--- config.mk ---
export PLATFORM = sky130hd
export DESIGN_NAME = frame_tx
export DESIGN_NICKNAME = d
export VERILOG_FILES = /design/src/rtl/frame_tx.sv
export SDC_FILE = /design/constraint.sdc
export NUM_CORES = 1
export LEC_CHECK = 0
export ABC_CLOCK_PERIOD_IN_PS = 2100
export BUFFER_PORTS_ARGS = -buffer_cell sky130_fd_sc_hd__buf_2
export CORE_MARGIN = 1.5
export CORE_UTILIZATION = 58
export DETAILED_ROUTE_END_ITERATION = 16
export PLACE_DENSITY_LB_ADDON = 0.08
export SYNTH_ARGS = -nofsm -noshare
export SYNTH_HDL_FRONTEND = slang
export SYNTH_SLANG_ARGS = --single-unit
--- constraint.sdc ---
create_clock -name clk -period 2.1 [get_ports clk]
set_input_delay 0.315 -clock clk [delete_from_list [all_inputs] [get_ports clk]]
set_output_delay 0.315 -clock clk [all_outputs]
set_load 0.03 [all_outputs]
--- src/rtl/frame_tx.sv ---
// frame_tx: serialises a 20-bit word as an inverted, oversampled line frame (start, data, parity, stop) plus idle gap.
// Optional parity-error injection port is built in only when FRAME_TX_PAR_INJ_EN is defined.
module frame_tx #(
    parameter int BIT_CLKS = 4,
    parameter int GAP_CLKS = 64
) (
    input  logic        clk,
    input  logic        rst_n,
    input  logic [19:0] tx_data,
    input  logic        tx_valid,
    output logic        tx_ready,
    output logic        txd,
    output logic        busy,
    output logic        done
`ifdef FRAME_TX_PAR_INJ_EN
    ,
    input  logic        inj_par_err
`endif
);

    localparam logic [2:0] S_IDLE   = 3'd0;
    localparam logic [2:0] S_START  = 3'd1;
    localparam logic [2:0] S_DATA   = 3'd2;
    localparam logic [2:0] S_PARITY = 3'd3;
    localparam logic [2:0] S_STOP   = 3'd4;
    localparam logic [2:0] S_GAP    = 3'd5;

    localparam int SLOT_W = $clog2(BIT_CLKS);
    localparam int GAP_W  = (GAP_CLKS > 1) ? $clog2(GAP_CLKS) : 1;
    localparam logic [SLOT_W-1:0] SLOT_LAST = SLOT_W'(BIT_CLKS - 1);
    localparam logic [GAP_W-1:0]  GAP_LAST  = GAP_W'(GAP_CLKS - 1);

    logic [2:0]        state_q, state_d;
    logic [SLOT_W-1:0] slot_q, slot_d;
    logic [4:0]        bit_q, bit_d;
    logic [GAP_W-1:0]  gap_q, gap_d;
    logic [19:0]       shift_q, shift_d;
    logic              par_q, par_d;
    logic              short_q, short_d;
    logic              txd_q, txd_d;
    logic              done_q, done_d;
    logic              slot_end;
    logic [SLOT_W-1:0] slot_nxt;
    logic              par_in;

    assign slot_end = (slot_q == SLOT_LAST);
    assign slot_nxt = slot_end ? '0 : slot_q + SLOT_W'(1);

`ifdef FRAME_TX_PAR_INJ_EN
    assign par_in = (^tx_data) ^ inj_par_err;
`else
    assign par_in = ^tx_data;
`endif

    // txd is computed from the current state, so the line lags the state register by one clock.
    always_comb begin
        state_d = state_q;
        slot_d  = slot_q;
        bit_d   = bit_q;
        gap_d   = gap_q;
        shift_d = shift_q;
        par_d   = par_q;
        short_d = short_q;
        txd_d   = 1'b0;
        done_d  = 1'b0;
        case (state_q)
            S_IDLE: begin
                if (tx_valid) begin
                    state_d = S_START;
                    shift_d = tx_data;
                    par_d   = par_in;
                    short_d = (tx_data[19:16] == 4'b1100) || (tx_data[19:16] == 4'b1000);
                    slot_d  = '0;
                    bit_d   = 5'd0;
                    gap_d   = '0;
                end
            end
            S_START: begin
                txd_d  = 1'b1;
                slot_d = slot_nxt;
                if (slot_end) begin
                    state_d = S_DATA;
                    bit_d   = 5'd1;
                end
            end
            S_DATA: begin
                txd_d  = ~shift_q[19];
                slot_d = slot_nxt;
                if (slot_end) begin
                    shift_d = {shift_q[18:0], 1'b0};
                    if (short_q && bit_q == 5'd4) begin
                        state_d = S_GAP;
                        done_d  = 1'b1;
                    end else if (bit_q == 5'd20) begin
                        state_d = S_PARITY;
                    end else begin
                        bit_d = bit_q + 5'd1;
                    end
                end
            end
            S_PARITY: begin
                txd_d  = par_q;
                slot_d = slot_nxt;
                if (slot_end) begin
                    state_d = S_STOP;
                end
            end
            S_STOP: begin
                slot_d = slot_nxt;
                if (slot_end) begin
                    state_d = S_GAP;
                    done_d  = 1'b1;
                end
            end
            S_GAP: begin
                gap_d = gap_q + GAP_W'(1);
                if (gap_q == GAP_LAST) begin
                    state_d = S_IDLE;
                    gap_d   = '0;
                end
            end
            default: state_d = S_IDLE;
        endcase
    end

    always_ff @(posedge clk or negedge rst_n) begin
        if (!rst_n) begin
            state_q <= S_IDLE;
            slot_q  <= '0;
            bit_q   <= 5'd0;
            gap_q   <= '0;
            shift_q <= 20'd0;
            par_q   <= 1'b0;
            short_q <= 1'b0;
            txd_q   <= 1'b0;
            done_q  <= 1'b0;
        end else begin
            state_q <= state_d;
            slot_q  <= slot_d;
            bit_q   <= bit_d;
            gap_q   <= gap_d;
            shift_q <= shift_d;
            par_q   <= par_d;
            short_q <= short_d;
            txd_q   <= txd_d;
            done_q  <= done_d;
        end
    end

    assign tx_ready = (state_q == S_IDLE);
    assign busy     = ~tx_ready;
    assign txd      = txd_q;
    assign done     = done_q;

endmodule

==> reports/metrics.cfg <==
[power]
irDropWorstVdd_mv = 0.705
power.leakage_nw = 1.17
p_total_mw = 3.57
power.density_nw_per_um2 = 1380

[floorplanning]
fp.dieArea_um2 = 4370
die_h_um = 66.1
core_area_um2 = 3740
die_x_um = 66.1
num_rows = 22
io_pins = 27
start_util = 0.616

[sta]
slew_headroom = 0.661
tns_ps = 0
fin_crit_ps = 1980
setup_viol = 0
fin_crit_sh = 0.942
skew_ps = 9.19
drv_slew = 0
tightest_slew_ps = 508
max_freq_mhz = 506
hold_viol = 0
rsz0062_at_grt = false
holdWs_ps = 79.7

[worst_setup_path]
crit_required_ps = 1780
critPathArrivalTime_ps = 1660
end_kind = output port
path_class = reg2out
startpoint_type = register
reg2reg_depth = 4
rr_endpoint = state_q[1]$_DFFE_PN0P_
r2r-start = state_q[1]$_DFFE_PN0P_
reg2reg_setup_slack_ps = 290
path_max_fanout = 12

[synthesis]
synth_nets = 272
syn_avg_cell_area_um2 = 9.53
yosys_register_bits = 40
synth_cell_types = 43
netlist_area_um2 = 2310
synthesis.instances = 242
ys_seq_area_frac = 0.434
yosysWarningCount = 0

[global_routing]
grt_pass1_wl_mm = 7.75
gr-total-overflow = 0
grt_pass1_vias = 1741
track_usage = 0.231
antenna_found_initial = 0
grt_max_degree = 41

[detailed_routing]
dr.pass1.iters = 5
drtAntennaViolNets = 0
wire_per_inst_um = 13.6
drc = 0
vias = 1777
avgViaCountPerCell = 5.57
totalWireLength_mm = 4.34
drt-initial-drc-count = 131

[finish]
drive_gt1_frac = 0.188
final_area_um2 = 2590
antenna_cells = 0
finish.utilization = 0.693
fill_cells = 312
area_delta_synth_final_pct = 12.4
final_common_cell = dfrtp_1
final_cell_mix = dfrtp_1 (38), nand2_1 (32), buf_2 (26)
nets = 300

[placed_design]
dp_hpwl_mm = 3.11
portBuffers = 26
placedInstanceArea_um2 = 2500
gp_congestion = 0.837

[cts]
cts_buffer_depth = 2
cts_tree = built
path_clk_slew_ps = 80
cts_setup_buffers = 0
hold_buffers = 0
h-tree-depth = 2
clock-sinks = 40
cts_made_buffers = 5
cts_root_buffer = clkbuf_8
clkLatencyLatePin_ps = 290

[outcome]
status = finished, final reports clean

[min_path]
hp-class = in2async

[flow_run]
cap_viol_max_count = 0

## synthesized netlist by cell type
cell        n  area [µm²]
a211oi_1    3        22.5
a21o_1      2        15.0
a21oi_1     8        40.0
a221o_1     1        10.0
a22o_1      1        8.76
a311oi_1    2        17.5
a31oi_1     1        6.26
a32o_1      2        20.0
and3b_4     1        12.5
buf_2       4        20.0
buf_4       4        30.0
clkbuf_1    3        11.3
clkbuf_2    1        5.00
dfrtp_1    40        1000
ha_1        7        87.6
inv_1       9        33.8
inv_2       1        3.75
mux2i_1    18         180
nand2_1    32         120
nand2b_1    1        6.26
nand3_1     5        25.0
nand3b_1    2        15.0
nor2_1     16        60.1
nor2_2      1        6.26
nor2b_1     4        25.0
nor3_1      4        20.0
nor3_4      1        16.3
nor3b_1     2        15.0
nor4b_2     2        30.0
o2111ai_2   1        15.0
o211ai_1    1        7.51
o21ai_0    18        90.1
o21ai_1    16        80.1
o21ai_2     1        8.76
o22ai_1     1        6.26
o311ai_1    1        8.76
o31ai_1     1        7.51
o41ai_1     1        8.76
or2_2       1        6.26
or3_1       1        6.26
xnor2_1    16         140
xnor3_1     1        22.5
xor2_1      4        35.0
## final cells by class
cell class | count | area (µm²) | share of cell area
Inverter | 10 | 37.5 | 0.0145
Sequential cell | 40 | 1000 | 0.387
Multi-Input combinational cell | 180 | 1210 | 0.465
Clock buffer | 8 | 90.1 | 0.0347
Tap cell | 48 | 60.1 | 0.0232
Timing Repair Buffer | 33 | 195 | 0.0753
## metrics by stage
| stage | std cells | setup slack, ps |
|---|---|---|
| after CTS | 319 | 53.6 |
| after detailed placement | 311 | 202 |
| after floorplan | 242 | 274 |
| final | 319 | 122 |
| after global routing | 319 | 56.4 |
| after global placement | 311 | 266 |
## how the worst max path moves through the flow
| stage | from | to | slack [ps] |
|---|---|---|---|
| 6_report | state_q[2]$_DFFE_PN0P_ | tx_ready | 120 |
| 5_1_grt | state_q[2]$_DFFE_PN0P_ | tx_ready | 60 |
| 4_1_cts | state_q[2]$_DFFE_PN0P_ | tx_ready | 50 |
| 3_5_place_dp | tx_data[16] | par_q$_DFFE_PN0P_ | 200 |
| 3_3_place_gp | tx_data[16] | par_q$_DFFE_PN0P_ | 270 |
| 2_1_floorplan | state_q[0]$_DFFE_PN0P_ | par_q$_DFFE_PN0P_ | 270 |
## worst max-delay path: stages, from the launching register on
cell and delay, ps:
dfrtp_2 500, buf_4 210, or3_1 390, inv_1 80, buf_2 190
## layer usage
layer  routed length (µm)  GRT usage
met1                 2060      0.299
met2                 2100      0.393
met3                  146     0.0562
met4                   38     0.0485
met5                    0          0
## flip-flops by register name, summed over array words and instances, names as in the netlist
| signal | count |
|---|---|
| shift_q | 20 |
| bit_q | 5 |
| par_q | 1 |
| done | 1 |
| gap_q | 6 |
| txd | 1 |
| state_q | 3 |
| slot_q | 2 |
| short_q | 1 |
## timing repair
item                                    CTS  global route
endpoints found under the setup margin    0             1
hold endpoints to repair                  0             0
resized for setup                         0             2
## logic make-up (layout without fill, tap and decap cells)
group           count (synthesis)  in the layout  synth area share
xor+xnor                       21             21            0.0857
compound gates                 61             61             0.162
fa+ha+maj                       7              7            0.0380
flops                          40             40             0.434
simple gates                   73             73             0.158
buf+inv                        22             51            0.0450
mux                            18             18            0.0781
## power breakdown
| group | leakage (nW) | total (mW) | internal [mW] | switching [mW] |
|---|---|---|---|---|
| clock | 0.0455 | 0.529 | 0.268 | 0.260 |
| sequential | 0.510 | 1.38 | 1.09 | 0.286 |
| combinational | 0.614 | 1.66 | 0.744 | 0.916 |
Note: power is estimated with default switching activity, not from simulation.
